<file path="src/rtl/regfile_wb_sched.sv">
// Write-back port arbiter and register scoreboard; optional sticky sb_err under SCB_ERR_CHK_EN.
// Grant to register file write: 1 cycle. No backpressure from the register file; issue stalls on busy rs1/rs2/rd.
module regfile_wb_sched #(
    parameter int NUM_REQ = 3,
    parameter int DATA_W  = 64,
    parameter int IDX_W   = 5
) (
    input  logic                      clk_i,
    input  logic                      rst_i,
    input  logic                      iss_valid_i,
    input  logic                      iss_rs1_en_i,
    input  logic [IDX_W-1:0]          iss_rs1_index_i,
    input  logic                      iss_rs2_en_i,
    input  logic [IDX_W-1:0]          iss_rs2_index_i,
    input  logic                      iss_rd_en_i,
    input  logic [IDX_W-1:0]          iss_rd_index_i,
    output logic                      iss_ready_o,
    input  logic [NUM_REQ-1:0]        wb_valid_i,
    input  logic [NUM_REQ*IDX_W-1:0]  wb_index_i,
    input  logic [NUM_REQ*DATA_W-1:0] wb_data_i,
    output logic [NUM_REQ-1:0]        wb_ready_o,
    output logic                      rf_rd_en_o,
    output logic [IDX_W-1:0]          rf_rd_index_o,
    output logic [DATA_W-1:0]         rf_rd_data_o,
`ifdef SCB_ERR_CHK_EN
    output logic                      sb_idle_o,
    output logic                      sb_err_o
`else
    output logic                      sb_idle_o
`endif
);

    localparam int NREG  = 1 << IDX_W;
    localparam int PTR_W = (NUM_REQ > 2) ? 2 : 1;

    logic [NREG-1:0]   busy_q, busy_d;
    logic [PTR_W-1:0]  rr_ptr_q, rr_ptr_d;
    logic              rf_rd_en_q, rf_rd_en_d;
    logic [IDX_W-1:0]  rf_rd_index_q, rf_rd_index_d;
    logic [DATA_W-1:0] rf_rd_data_q, rf_rd_data_d;

    logic               gnt_vld;
    logic [PTR_W-1:0]   gnt_id;
    logic [NUM_REQ-1:0] gnt_oh;
    logic [IDX_W-1:0]   gnt_idx;
    logic [DATA_W-1:0]  gnt_dat;
    logic               hazard;
    logic               iss_fire;
    logic               iss_set;

    function automatic logic [PTR_W-1:0] rr_wrap(input logic [PTR_W-1:0] base, input int offs);
        int s;
        s = int'(base) + offs;
        if (s >= NUM_REQ) s = s - NUM_REQ;
        return PTR_W'(s);
    endfunction

    // Search begins one past the last winner, so the last winner has lowest priority.
    always_comb begin
        gnt_vld = 1'b0;
        gnt_id  = rr_ptr_q;
        for (int k = 1; k <= NUM_REQ; k++) begin
            if (!gnt_vld && wb_valid_i[rr_wrap(rr_ptr_q, k)]) begin
                gnt_vld = 1'b1;
                gnt_id  = rr_wrap(rr_ptr_q, k);
            end
        end
        if (!rst_i) gnt_vld = 1'b0;
    end

    always_comb begin
        gnt_oh  = '0;
        gnt_idx = '0;
        gnt_dat = '0;
        for (int r = 0; r < NUM_REQ; r++) begin
            if (gnt_vld && (gnt_id == PTR_W'(r))) begin
                gnt_oh[r] = 1'b1;
                gnt_idx   = wb_index_i[r*IDX_W +: IDX_W];
                gnt_dat   = wb_data_i[r*DATA_W +: DATA_W];
            end
        end
    end

    assign wb_ready_o = gnt_oh;

    assign hazard = (iss_rs1_en_i & busy_q[iss_rs1_index_i])
                  | (iss_rs2_en_i & busy_q[iss_rs2_index_i])
                  | (iss_rd_en_i  & busy_q[iss_rd_index_i]);

    assign iss_ready_o = rst_i & ~hazard;
    assign iss_fire    = iss_valid_i & iss_ready_o & iss_rd_en_i;
    assign iss_set     = iss_fire & (iss_rd_index_i != '0);

    // The clear lands on the same edge the register file is written, so no bypass is needed.
    always_comb begin
        busy_d = busy_q;
        if (rf_rd_en_q) busy_d[rf_rd_index_q] = 1'b0;
        if (iss_set) busy_d[iss_rd_index_i] = 1'b1;
        busy_d[0] = 1'b0;
    end

    always_comb begin
        rr_ptr_d      = gnt_vld ? gnt_id : rr_ptr_q;
        rf_rd_en_d    = gnt_vld & (gnt_idx != '0);
        rf_rd_index_d = gnt_vld ? gnt_idx : rf_rd_index_q;
        rf_rd_data_d  = gnt_vld ? gnt_dat : rf_rd_data_q;
    end

    always_ff @(posedge clk_i) begin
        if (!rst_i) begin
            busy_q        <= '0;
            rr_ptr_q      <= PTR_W'(NUM_REQ - 1);
            rf_rd_en_q    <= 1'b0;
            rf_rd_index_q <= '0;
            rf_rd_data_q  <= '0;
        end else begin
            busy_q        <= busy_d;
            rr_ptr_q      <= rr_ptr_d;
            rf_rd_en_q    <= rf_rd_en_d;
            rf_rd_index_q <= rf_rd_index_d;
            rf_rd_data_q  <= rf_rd_data_d;
        end
    end

    assign rf_rd_en_o    = rf_rd_en_q;
    assign rf_rd_index_o = rf_rd_index_q;
    assign rf_rd_data_o  = rf_rd_data_q;
    assign sb_idle_o     = (busy_q == '0) & ~rf_rd_en_q;

`ifdef SCB_ERR_CHK_EN
    logic err_q, err_d;
    logic wb_unowned;
    logic iss_waw;

    // A write-back nobody is waiting for means a requester and the scoreboard disagree.
    assign wb_unowned = gnt_vld & (gnt_idx != '0) & ~busy_q[gnt_idx]
                      & ~(iss_set & (iss_rd_index_i == gnt_idx));
    assign iss_waw    = iss_fire & busy_q[iss_rd_index_i];
    assign err_d      = err_q | wb_unowned | iss_waw;

    always_ff @(posedge clk_i) begin
        if (!rst_i) err_q <= 1'b0;
        else        err_q <= err_d;
    end

    assign sb_err_o = err_q;
`endif

    a_grant_onehot: assert property (@(posedge clk_i) $onehot0(wb_ready_o));
    a_grant_valid:  assert property (@(posedge clk_i) (wb_ready_o & ~wb_valid_i) == '0);

endmodule

</file>
<file path="config.mk">
export PLATFORM = sky130hd
export DESIGN_NAME = regfile_wb_sched
export DESIGN_NICKNAME = d
export VERILOG_FILES = /design/src/rtl/regfile_wb_sched.sv
export SDC_FILE = /design/constraint.sdc
export NUM_CORES = 1
export LEC_CHECK = 0
export BUFFER_PORTS_ARGS = -buffer_cell sky130_fd_sc_hd__buf_2
export CORE_MARGIN = 1.5
export CORE_UTILIZATION = 23
export DETAILED_ROUTE_END_ITERATION = 8
export GPL_ROUTABILITY_DRIVEN = 0
export PLACE_DENSITY = 0.45
export RECOVER_POWER = 100
export SYNTH_ARGS = -nofsm -noshare
export SYNTH_HDL_FRONTEND = slang
export SYNTH_SLANG_ARGS = --single-unit
</file>
<file path="constraint.sdc">
create_clock -name clk_i -period 3.15 [get_ports clk_i]
set_clock_uncertainty 0.15 [all_clocks]
set_input_delay 0.315 -clock clk_i [delete_from_list [all_inputs] [get_ports clk_i]]
set_output_delay 0.315 -clock clk_i [all_outputs]
set_load 0.02 [all_outputs]
</file>
==> results of run 1 <==
==> layer usage <==
layer  wire, um  part of all wire
met1      11500              0.42
met2      13700              0.50
met3       1930             0.070
met4        433             0.016
met5         12           0.00044
==> logic make-up (layout without fill, tap and decap cells) <==
family                   after synthesis  in the layout
AO/OA/AOI/OAI                        246            246
adder cells (fa/ha/maj)                3              3
flip-flops                           103            103
AND/OR/NAND/NOR                      287            288
other                                  0              7
buffers and inverters                 73            366
multiplexers                          38             38
==> final cells by class <==
type                    instances  area, um^2
repair buffers                340        1820
clock buffers                  12         256
well taps                     335         419
multi-input cells             575        3720
fillers                      2841       17500
clock inverters                 4        53.8
inverters                      10        37.5
diodes                          7        17.5
flip-flops and latches        103        2070
==> sequential cells by signal, summed over array words and instances (netlist names) <==
name	count
busy_q	31
rf_rd_data_o	64
rf_rd_en_o	1
rf_rd_index_o	5
rr_ptr_q	2
==> worst paths after layout <==
path	slack, ns	cells past startpoint	startpoint	endpoint
worst max-delay path	0.07	8	rr_ptr_q[0]	wb_ready_o[1]
worst min-delay path	0.06	3	wb_index_i[12]	rf_rd_index_o[2]
worst max register to register	0.14	11	rr_ptr_q[0]	rf_rd_data_o[36]
worst min register to register	0.31	2	rf_rd_data_o[12]	rf_rd_data_o[12]
==> worst max-delay path, stage by stage, from the launching register on <==
cell,delay (ns)
dfxtp_1,0.32
buf_4,0.15
ha_1,0.30
or4bb_1,0.50
o311a_1,0.17
o211a_1,0.18
nor3b_4,0.26
buf_12,0.19
buf_2,0.18
==> cell usage in the layout, fill, tap and decap left out, drive strengths merged, types with 10 or more instances in the layout <==
cell type and instances:
o31ai 19, dfxtp 103, nand3 16, o22ai 47, a2bb2oi 47, mux2i 22
clkbuf 85, inv 10, o211ai 30, o21ai 48, nand2 88, nor2 121
a21oi 21, mux4 15, buf 265
==> power groups by stage <==
stage                     Clock [mW]  Combinational [mW]  Sequential [mW]
after global routing            1.29                5.64             2.06
after floorplan                    0                2.86             2.39
after CTS                       1.23                5.15             2.00
after detailed placement           0                4.92             2.01
after global placement             0                4.93             2.02
final                           1.19                5.17             2.01
==> stage by stage <==
step	worst slack [ns]	cells	utilization	hold slack, ns
after floorplan	0.0733	750	-	0.309
after global placement	0.0651	1355	0.309	0.282
after detailed placement	0.0204	1355	0.309	0.287
after CTS	0.0209	1375	0.325	0.0491
after global routing	-0.0418	1385	0.324	0.0622
final	0.0739	1386	0.324	0.0586
==> repair_timing <==
action | in CTS | in global routing
buffers inserted | 2 | 2
pin swaps | 1 | 2
setup endpoints to repair | 4 | 5
endpoints found under the hold margin | 0 | 0
gates resized for setup | 6 | 10
gates cloned | 2 | 2
==> metrics.log, run 1 <==
INFO  metric yosysWarnings = 0
INFO  metric syn-instance-count = 750
INFO  metric net_switching_power = 3.93 mW
INFO  metric gr-usage-met1 = 0.239
INFO  metric ys_types = 61
INFO  metric drive_above_1_share = 0.308
INFO  metric synthMuxAreaShare = 0.0966
INFO  metric synth-edff-count = 0
INFO  metric route.detailed.vias_per_inst = 5.07
INFO  metric drv_slew = 0
INFO  metric yosysSeqAreaShare = 0.341
INFO  metric status = finished, final reports clean
INFO  metric timing.max_slew.rel_slack = 0.322
INFO  metric post-layout-total-power = 8.37 mW
INFO  metric hold_buffers = 0
INFO  metric wl_per_cell = 19.9 um
INFO  metric row_count = 59
INFO  metric grt_pass1_wl = 40.1 mm
INFO  metric die_x = 165 um
INFO  metric route.vias.total = 7022
INFO  metric static_leakage = 3.53 nW
INFO  metric met2_global_route_usage = 0.333
INFO  metric combPwrFrac = 0.618
INFO  metric biggest_fanout_along_the_worst_timing_path = 13
INFO  metric num_io_pins = 306
INFO  metric layout-area-overhead-vs-synth = 38.8%
INFO  metric postSynth.topFlopCell = dfxtp_1
INFO  metric grt_util_all_layers = 0.195
INFO  metric chipHeight = 165 um
INFO  metric setup-tns-final = 0 ns
INFO  metric swShare = 0.469
INFO  metric remaining_overflow_grt = 0
INFO  metric dpl-instance-area = 8010 um^2
INFO  metric drcViolationCount = 0
INFO  metric post_synth_xor_area_fraction = 0
INFO  metric postLayoutCellArea = 8390 um^2
INFO  metric synth_top_cells_by_area = dfxtp_1, nor2_1, a2bb2oi_1
INFO  metric floorplan.die_area = 27300 um^2
INFO  metric firstDrtPassIters = 5
INFO  metric simple_gate_share_of_the_synthesized_area = 0.220
INFO  metric critPathArrivalTime = 2.61 ns
INFO  metric post_synth_instance_area = 6050 um^2
INFO  metric clock-root-buffer = clkbuf_16
INFO  metric p_per_area = 998 nW/um^2
INFO  metric synthAdderAreaFrac = 0.00621
INFO  metric finalSetupViolCount = 0
INFO  metric crit_end_category = output pin
INFO  metric grt_start_max_net_pins = 55
INFO  metric clk_latency = 0.35 ns
INFO  metric post_synthesis_register_bit_count = 103
INFO  metric cellInternalPower = 4.45 mW
INFO  metric min_delay_worst_type = in2reg
INFO  metric initial_utilization = 0.233
INFO  metric overall_routed_net_length = 27.6 mm
INFO  metric hold_viol = 0
INFO  metric vias_in_the_first_global_route = 6851
INFO  metric cts.clk_slew.worst_paths = 0.08 ns
INFO  metric timing_worst_setup_path_type = reg2out
INFO  metric max_freq = 325 MHz
INFO  metric timing.final.crit_share = 0.977
INFO  metric critical_path.startpoint_type = register
INFO  metric max-clock-path-buffers = 2
INFO  metric antenna_violating_nets_post_route = 0
INFO  metric ys_async_sr_fraction = 0
INFO  metric core_area = 25900 um^2
INFO  metric synth_top_area_frac = 0.341
INFO  metric htree_num_levels = 3
INFO  metric grt_busiest_layer = met2
INFO  metric post_synthesis_net_count = 984
INFO  metric dp_hpwl = 19.5 mm
INFO  metric critPathRequiredTime = 2.68 ns
INFO  metric detail_route.iter0.violations = 403
INFO  metric max-cap-violations = 0
INFO  metric clock_power_share = 0.142
INFO  metric synth_compound_area_frac = 0.288
INFO  metric post-synth-top-count-cell = nor2_1
INFO  metric cts_made_buffers = 9
INFO  metric port-buffer-count = 305
INFO  metric power.ir.vdd_worst = 0.554 mV
INFO  metric timing_worst_slew_pin_value = 1.02 ns
INFO  metric fin_nets = 1273
INFO  metric yosys.area.top_type = dfxtp_1
INFO  metric crit_path_time_final = 3.08 ns
INFO  metric power.sequential.fraction = 0.240
INFO  metric setup_repair_after_global_routing_missed_its_margin = true
INFO  metric synth_top_family_by_area = compound AO/OA/AOI/OAI gates
INFO  metric avgSynthCellArea = 8.06 um^2
INFO  metric synth_common_cells = nor2_1, dfxtp_1, nand2_1
INFO  metric cts_tree = yes
INFO  metric antenna_found_initial = 7
INFO  metric cts.sinks = 103
INFO  metric gr-usage-met3 = 0.0514
Note: power is estimated with default switching activity, not from simulation.
==> inputs of run 2 (changes only) <==
--- a/config.mk
+++ b/config.mk
@@ -5,6 +5,7 @@
 export SDC_FILE = /design/constraint.sdc
 export NUM_CORES = 1
 export LEC_CHECK = 0
+export ABC_AREA = 1
 export BUFFER_PORTS_ARGS = -buffer_cell sky130_fd_sc_hd__buf_2
 export CORE_MARGIN = 1.5
 export CORE_UTILIZATION = 23
==> run 2 against run 1 <==
- the flow now finishes with violations (DRC)
- register-to-register slack better by 0.12 ns
- non-clock buffer count is 15 lower
- clock power is 13% higher
- first-iteration DRC count is 53% higher
- synthesized cell count is 28% higher
- hold slack worse by 0.046 ns
- wire length is 0.14% lower
- largest power group unchanged
- highest routed layer unchanged
==> metrics.log, run 2 <==
INFO  metric status = finished, violations left (was finished, final reports clean)
INFO  metric violations = DRC
INFO  metric yosysWarnings = 0 (unchanged)
INFO  metric avgSynthCellArea = 6.41 um^2 (was 8.06 um^2)
INFO  metric overall_routed_net_length = 27.5 mm (was 27.6 mm)
INFO  metric min_delay_worst_type = in2reg (unchanged)
INFO  metric initial_utilization = 0.235 (was 0.233)
INFO  metric timing_worst_slew_pin_value = 0.661 ns (was 1.02 ns)
INFO  metric remaining_overflow_grt = 0 (unchanged)
INFO  metric ys_async_sr_fraction = 0 (unchanged)
INFO  metric hold_viol = 0 (unchanged)
INFO  metric net_switching_power = 3.75 mW (was 3.93 mW)
INFO  metric cts_tree = yes (unchanged)
INFO  metric post_synth_instance_area = 6140 um^2 (was 6050 um^2)
INFO  metric post-synth-top-count-cell = nand2_1 (was nor2_1)
INFO  metric synth_top_cells_by_area = dfxtp_1, nand2_1, nand3_1 (was dfxtp_1, nor2_1, a2bb2oi_1)
INFO  metric max-cap-violations = 0 (unchanged)
INFO  metric rr_endpoint = rf_rd_data_o[39] (was rf_rd_data_o[36])
INFO  metric timing.hold.worst.start = wb_data_i[3] (was wb_index_i[12])
INFO  metric minimum_setup_slack_after_placement = 0.280 ns (was 0.0204 ns)
INFO  metric cts_made_buffers = 9 (unchanged)
INFO  metric setup_repair_after_global_routing_missed_its_margin = false (was true)
INFO  metric detail_route.iter0.violations = 615 (was 403)
INFO  metric critPathRequiredTime = 2.68 ns (about the same)
INFO  metric port-buffer-count = 305 (unchanged)
INFO  metric num_io_pins = 306 (unchanged)
INFO  metric yosys.area.top_type = dfxtp_1 (unchanged)
INFO  metric clock_power_share = 0.176 (was 0.142)
INFO  metric drive_above_1_share = 0.269 (was 0.308)
INFO  metric path_cells = inv_1 > ha_2 > inv_2 > nand2_1 > nand2_1 > nand2_2 > nand2_4 > nand3_2 > nand2_4 > nor2_4 > nand2_2 > inv_2 > buf_2 (was buf_4 > ha_1 > or4bb_1 > o311a_1 > o211a_1 > nor3b_4 > buf_12 > buf_2)
INFO  metric crit_path_time_final = 2.96 ns (was 3.08 ns)
INFO  metric regToRegStartpoint = rr_ptr_q[0] (unchanged)
INFO  metric r2r_setup_slack = 0.26 ns (was 0.14 ns)
INFO  metric firstDrtPassIters = 7 (was 5)
INFO  metric postSynth.topFlopCell = dfxtp_1 (unchanged)
INFO  metric synth_common_cells = nand2_1, nand3_1, dfxtp_1 (was nor2_1, dfxtp_1, nand2_1)
INFO  metric htree_num_levels = 3 (unchanged)
INFO  metric grt_util_all_layers = 0.195 (about the same)
INFO  metric vias_in_the_first_global_route = 7214 (was 6851)
INFO  metric postLayoutCoreUtil = 0.316 (was 0.324)
INFO  metric post_synthesis_register_bit_count = 103 (unchanged)
INFO  metric critPathArrivalTime = 2.50 ns (was 2.61 ns)
INFO  metric route.vias.total = 7459 (was 7022)
INFO  metric p_per_area = 928 nW/um^2 (was 998 nW/um^2)
INFO  metric crit_end_category = output pin (unchanged)
INFO  metric antenna_found_initial = 6 (was 7)
INFO  metric drv_slew = 0 (unchanged)
INFO  metric worst_hold_path.num_cells = 3 (unchanged)
INFO  metric whs_endpoint = rf_rd_data_o[3] (was rf_rd_index_o[2])
INFO  metric largest_reg_flops = 64 (unchanged)
INFO  metric post-place-cells = 1562 (was 1355)
INFO  metric max-clock-path-buffers = 2 (unchanged)
INFO  metric static_leakage = 3.59 nW (was 3.53 nW)
INFO  metric syn-instance-count = 958 (was 750)
INFO  metric floorplan.die_area = 27700 um^2 (was 27300 um^2)
INFO  metric power.ir.vdd_worst = 0.840 mV (was 0.554 mV)
INFO  metric synth-edff-count = 0 (unchanged)
INFO  metric cellInternalPower = 3.90 mW (was 4.45 mW)
INFO  metric combPwrFrac = 0.563 (was 0.618)
INFO  metric critPathTopFamily = simple AND/OR/NAND/NOR gates (unchanged)
INFO  metric biggest_fanout_along_the_worst_timing_path = 7 (was 13)
INFO  metric whs = 0.0129 ns (was 0.0586 ns)
INFO  metric core_area = 26100 um^2 (was 25900 um^2)
INFO  metric synth_top_area_frac = 0.336 (was 0.341)
INFO  metric grt_start_max_net_pins = 67 (was 55)
INFO  metric grt_pass1_wl = 41.8 mm (was 40.1 mm)
INFO  metric die_x = 166 um (was 165 um)
INFO  metric row_count = 59 (unchanged)
INFO  metric route.detailed.vias_per_inst = 4.69 (was 5.07)
INFO  metric ys_types = 29 (was 61)
INFO  metric finalSetupViolCount = 0 (unchanged)
INFO  metric critical_path.startpoint_type = register (unchanged)
INFO  metric wl_per_cell = 17.3 um (was 19.9 um)
INFO  metric postLayoutSetupSlackWorst = 0.185 ns (was 0.0739 ns)
INFO  metric timing.final.crit_share = 0.941 (was 0.977)
INFO  metric fillers = 2994 (was 2841)
INFO  metric multi_input_area = 3550 um^2 (was 3720 um^2)
INFO  metric setup-tns-final = 0 ns (unchanged)
INFO  metric clk_latency = 0.35 ns (about the same)
INFO  metric post_synthesis_net_count = 1192 (was 984)
INFO  metric mostFrequentLayoutCell = nand2_1 (was buf_2)
INFO  metric cts.sinks = 103 (unchanged)
INFO  metric critPathMaxStageDelay = 0.44 ns (was 0.50 ns)
INFO  metric layout-area-overhead-vs-synth = 34.2% (was 38.8%)
INFO  metric r2r_cells = 15 (was 11)
INFO  metric ff_latch_area = 2060 um^2 (was 2070 um^2)
INFO  metric layout_common_cells = nand2_1, buf_2, nand3_1 (was buf_2, nor2_1, dfxtp_1)
INFO  metric power.sequential.fraction = 0.262 (was 0.240)
INFO  metric cp_slowest_cell = dfxtp_1 (was or4bb_1)
INFO  metric fin_nets = 1480 (was 1273)
INFO  metric chipHeight = 166 um (was 165 um)
INFO  metric timing_worst_setup_path_type = reg2out (unchanged)
INFO  metric timing.max_slew.rel_slack = 0.559 (was 0.322)
INFO  metric final_cell_count_no_fill = 1590 (was 1386)
INFO  metric max_freq = 337 MHz (was 325 MHz)
INFO  metric yosysSeqAreaShare = 0.336 (was 0.341)
INFO  metric critical_path.n_buffers_inverters = 4 (was 3)
INFO  metric drcViolationCount = 10 (was 0)
INFO  metric cts.clk_slew.worst_paths = 0.08 ns (about the same)
INFO  metric clock-root-buffer = clkbuf_16 (unchanged)
INFO  metric dp_hpwl = 21.4 mm (was 19.5 mm)
INFO  metric swShare = 0.490 (was 0.469)
INFO  metric antenna_violating_nets_post_route = 0 (unchanged)
[run 2: cell types whose count changed after synthesis, sizes merged, moves of 12 or more]
cell / previous run / this run
a21oi: 21 / 33
a2bb2oi: 47 / 0
buf: 7 / 31
clkbuf: 56 / 17
inv: 10 / 57
mux2i: 22 / 0
mux4: 15 / 0
nand2: 88 / 402
nand3: 16 / 129
nand4: 7 / 68
nor2: 121 / 49
o211ai: 30 / 1
o22ai: 47 / 0
o31ai: 19 / 0
[run 2: through the flow]
step | cell area, um^2 | total power [mW]
after floorplan | 6140 | 5.20
after global placement | 7910 | 6.42
after detailed placement | 7910 | 6.43
after CTS | 8320 | 7.81
after global routing | 8240 | 8.25
final | 8250 | 7.65
[run 2: power by group through the flow]
stage                     clock network [mW]  registers [mW]  logic [mW]
final                                   1.35            2.00        4.31
after global routing                    1.42            2.05        4.78
after CTS                               1.38            1.99        4.44
after detailed placement                   0            2.00        4.42
after global placement                     0            2.02        4.40
after floorplan                            0            2.41        2.79
[run 2: how the worst max path moves through the flow]
stage | endpoint | startpoint | slack [ns] | cells past startpoint
floorplan | wb_ready_o[0] | rr_ptr_q[0] | 0.73 | 11
global placement | wb_ready_o[2] | rr_ptr_q[0] | 0.33 | 12
detailed placement | wb_ready_o[2] | rr_ptr_q[0] | 0.28 | 12
CTS | wb_ready_o[1] | rr_ptr_q[0] | 0.12 | 11
global route | rf_rd_index_o[4] | rr_ptr_q[0] | 0.03 | 15
finish | wb_ready_o[0] | rr_ptr_q[0] | 0.19 | 13
[run 2: worst reg2reg max path: stages, from the launching register on]
cell      delay, ns
dfxtp_1        0.44
inv_1          0.13
ha_2           0.35
inv_2          0.12
nand2_1        0.08
nand2_1        0.08
nand2_2        0.07
nand2_4        0.10
nand3_1        0.08
nand3_1        0.11
nand2_2        0.13
nor2_4         0.19
clkbuf_2       0.37
buf_4          0.27
nand2_1        0.10
nand4_1        0.08
[run 2: final cells by class]
type,count,area share
multi-input combinational,750,0.430
inverter,57,0.0259
clock inverter,7,0.0155
antenna,4,0.00121
timing repair buffer,325,0.199
clock buffer,9,0.0273
tap,335,0.0508
sequential,103,0.250
[run 2: cells by family (layout without fill, tap and decap cells)]
group,Yosys count,in the layout,synth area share
buffers and inverters,105,398,0.0884
flip-flops,103,103,0.336
other,0,4,0
XOR/XNOR,1,1,0.00143
adder cells (fa/ha/maj),3,3,0.00611
AND/OR/NAND/NOR,667,667,0.498
AO/OA/AOI/OAI,79,79,0.0703
[run 2: metal layers]
metal,part of all wire,vias to the layer above,global-route usage
met5,0.00047,-,0
met4,0.023,2,0.0688
met3,0.060,38,0.0347
met2,0.49,265,0.337
met1,0.42,3414,0.242
li1,-,3740,-
[run 2: repair_timing]
item,CTS,global route
gates resized for setup,0,1
setup endpoints to repair,1,2
setup buffers,1,2
pin swaps,1,0
hold buffers,5,0
hold endpoints to repair,5,0
gates cloned,0,0
==> inputs of run 3 (changes only) <==
--- a/config.mk
+++ b/config.mk
@@ -11,7 +11,6 @@
 export CORE_UTILIZATION = 23
 export DETAILED_ROUTE_END_ITERATION = 8
 export GPL_ROUTABILITY_DRIVEN = 0
-export PLACE_DENSITY = 0.45
 export RECOVER_POWER = 100
 export SYNTH_ARGS = -nofsm -noshare
 export SYNTH_HDL_FRONTEND = slang
==> run 3 against run 2 <==
- the flow still finishes with violations (DRC)
- wire length shrank 9.2%
- non-clock buffer count is 23 higher
- sequential cell count unchanged
- clock-buffer cell count up 1
- critical path depth is 2 lower
- first-iteration DRC count up 3.4%
- hold slack better by 0.0024 ns
- die area unchanged
- combinational power barely moved
- power shrank 2.9%
- largest cell class unchanged
==> metrics.log, run 3 (same netlist as run 2, synthesis figures left out) <==
INFO  metric overall_routed_net_length = 25.0 mm (was 27.5 mm)
INFO  metric chipHeight = 166 um (unchanged)
INFO  metric grt_start_max_net_pins = 50 (was 67)
INFO  metric critical_path.n_buffers_inverters = 4 (unchanged)
INFO  metric cellInternalPower = 3.72 mW (was 3.90 mW)
INFO  metric largest_reg_flops = 64 (unchanged)
INFO  metric critPathMaxStageDelay = 0.40 ns (was 0.44 ns)
INFO  metric r2r_cells = 12 (was 15)
INFO  metric whs = 0.0153 ns (was 0.0129 ns)
INFO  metric mostFrequentLayoutCell = nand2_1 (unchanged)
INFO  metric cts_made_buffers = 9 (unchanged)
INFO  metric finalSetupViolCount = 0 (unchanged)
INFO  metric core_area = 26100 um^2 (unchanged)
INFO  metric timing.final.crit_share = 0.949 (was 0.941)
INFO  metric initial_utilization = 0.235 (unchanged)
INFO  metric dpl-instance-area = 7950 um^2 (was 7910 um^2)
INFO  metric cts.clk_slew.worst_paths = 0.08 ns (about the same)
INFO  metric wl_per_cell = 15.5 um (was 17.3 um)
INFO  metric critical_path.startpoint_type = register (unchanged)
INFO  metric cp_slowest_cell = ha_2 (was dfxtp_1)
INFO  metric whs_endpoint = rf_rd_data_o[56] (was rf_rd_data_o[3])
INFO  metric static_leakage = 3.66 nW (was 3.59 nW)
INFO  metric final_cell_count_no_fill = 1616 (was 1590)
INFO  metric rr_endpoint = rf_rd_data_o[18] (was rf_rd_data_o[39])
INFO  metric timing.max_slew.rel_slack = 0.500 (was 0.559)
INFO  metric postLayoutSetupSlackWorst = 0.161 ns (was 0.185 ns)
INFO  metric clock_power_share = 0.152 (was 0.176)
INFO  metric vias_in_the_first_global_route = 7238 (was 7214)
INFO  metric status = finished, violations left (unchanged)
INFO  metric worst_hold_path.num_cells = 3 (unchanged)
INFO  metric layout-area-overhead-vs-synth = 36.6% (was 34.2%)
INFO  metric num_io_pins = 306 (unchanged)
INFO  metric crit_path_time_final = 2.99 ns (was 2.96 ns)
INFO  metric clk_latency = 0.35 ns (about the same)
INFO  metric die_x = 166 um (unchanged)
INFO  metric swShare = 0.499 (was 0.490)
INFO  metric detail_route.iter0.violations = 636 (was 615)
INFO  metric row_count = 59 (unchanged)
INFO  metric max_freq = 335 MHz (was 337 MHz)
INFO  metric antenna_violating_nets_post_route = 0 (unchanged)
INFO  metric path_cells = inv_1 > ha_2 > inv_2 > o21ai_2 > nand2_4 > nand3_1 > nand3_1 > nand2_2 > nand2_2 > inv_8 > buf_2 (was inv_1 > ha_2 > inv_2 > nand2_1 > nand2_1 > nand2_2 > nand2_4 > nand3_2 > nand2_4 > nor2_4 > nand2_2 > inv_2 > buf_2)
INFO  metric cts.sinks = 103 (unchanged)
INFO  metric cts_tree = yes (unchanged)
INFO  metric r2r_setup_slack = 0.25 ns (was 0.26 ns)
INFO  metric timing_worst_slew_pin_value = 0.751 ns (was 0.661 ns)
INFO  metric timing.hold.worst.start = wb_data_i[56] (was wb_data_i[3])
INFO  metric route.detailed.vias_per_inst = 4.73 (was 4.69)
INFO  metric route.vias.total = 7636 (was 7459)
INFO  metric postLayoutCellArea = 8390 um^2 (was 8250 um^2)
INFO  metric grt_util_all_layers = 0.176 (was 0.195)
INFO  metric layout_common_cells = nand2_1, buf_2, nand3_1 (unchanged)
INFO  metric max-clock-path-buffers = 2 (unchanged)
INFO  metric remaining_overflow_grt = 0 (unchanged)
INFO  metric fillers = 2962 (was 2994)
INFO  metric drive_above_1_share = 0.268 (was 0.269)
INFO  metric port-buffer-count = 305 (unchanged)
INFO  metric biggest_fanout_along_the_worst_timing_path = 17 (was 7)
INFO  metric grt_pass1_wl = 38.9 mm (was 41.8 mm)
INFO  metric drcViolationCount = 11 (was 10)
INFO  metric hold_viol = 0 (unchanged)
INFO  metric crit_end_category = output pin (unchanged)
INFO  metric regToRegStartpoint = rr_ptr_q[0] (unchanged)
INFO  metric dp_hpwl = 19.3 mm (was 21.4 mm)
INFO  metric critPathTopFamily = simple AND/OR/NAND/NOR gates (unchanged)
INFO  metric postLayoutCoreUtil = 0.321 (was 0.316)
INFO  metric max-cap-violations = 0 (unchanged)
INFO  metric combPwrFrac = 0.579 (was 0.563)
INFO  metric net_switching_power = 3.71 mW (was 3.75 mW)
INFO  metric fin_nets = 1503 (was 1480)
INFO  metric power.ir.vdd_worst = 0.401 mV (was 0.840 mV)
INFO  metric critPathRequiredTime = 2.68 ns (about the same)
INFO  metric violations = DRC (unchanged)
INFO  metric minimum_setup_slack_after_placement = 0.221 ns (was 0.280 ns)
INFO  metric post-layout-total-power = 7.43 mW (was 7.65 mW)
INFO  metric clock-root-buffer = clkbuf_16 (unchanged)
INFO  metric timing_worst_setup_path_type = reg2out (unchanged)
INFO  metric drv_slew = 0 (unchanged)
INFO  metric critPathArrivalTime = 2.52 ns (was 2.50 ns)
INFO  metric antenna_found_initial = 8 (was 6)
INFO  metric p_per_area = 886 nW/um^2 (was 928 nW/um^2)
INFO  metric setup_repair_after_global_routing_missed_its_margin = false (unchanged)
INFO  metric setup-tns-final = 0 ns (unchanged)
INFO  metric min_delay_worst_type = in2reg (unchanged)
INFO  metric power.sequential.fraction = 0.268 (was 0.262)
INFO  metric post-place-cells = 1567 (was 1562)
INFO  metric htree_num_levels = 3 (unchanged)
INFO  metric firstDrtPassIters = 7 (unchanged)
INFO  metric floorplan.die_area = 27700 um^2 (unchanged)
-- run 3: how the worst max path moves through the flow --
| stage | from | to | cells after the start |
|---|---|---|---|
| after floorplan | rr_ptr_q[0] | wb_ready_o[0] | 11 |
| after global placement | rr_ptr_q[0] | wb_ready_o[0] | 12 |
| after detailed placement | rr_ptr_q[0] | rf_rd_data_o[39] | 15 |
| after CTS | rr_ptr_q[0] | wb_ready_o[0] | 11 |
| after global routing | rr_ptr_q[0] | wb_ready_o[0] | 11 |
| final | rr_ptr_q[0] | wb_ready_o[0] | 11 |
-- run 3: cell type report --
| cell class | instances | area, um^2 | area share |
|---|---|---|---|
| repair buffers | 348 | 1850 | 0.220 |
| multi-input cells | 750 | 3530 | 0.421 |
| diodes | 7 | 17.5 | 0.00209 |
| flip-flops and latches | 103 | 2060 | 0.246 |
| inverters | 57 | 221 | 0.0264 |
| clock buffers | 10 | 239 | 0.0285 |
| well taps | 335 | 419 | 0.0500 |
| clock inverters | 6 | 50.0 | 0.00596 |
-- run 3: worst min-delay path, delay by kind of cell --
| family | cells | cell delay (ns) |
|---|---|---|
| AND/OR/NAND/NOR | 2 | 0.11 |
| buffers and inverters | 1 | 0.08 |
-- run 3: power groups by stage --
stage	Sequential, mW	Combinational [mW]	Clock, mW
CTS	1.98	4.48	1.17
detailed placement	1.99	4.46	0
global route	2.04	4.77	1.22
floorplan	2.41	2.79	0
finish	1.99	4.31	1.13
global placement	2.00	4.37	0
-- run 3: metal layers --
metal	GRT usage	wire length, um
met1	0.212	10100
met4	0.0881	889
met5	0	12
met2	0.296	12100
met3	0.0387	1910
-- run 3: what timing repair did --
item / CTS / global route
gates resized for setup: 2 / 2
pin swaps: 1 / 1
buffers inserted: 0 / 1
setup endpoints to repair: 1 / 2
hold buffers: 25 / 0
hold endpoints to repair: 24 / 0
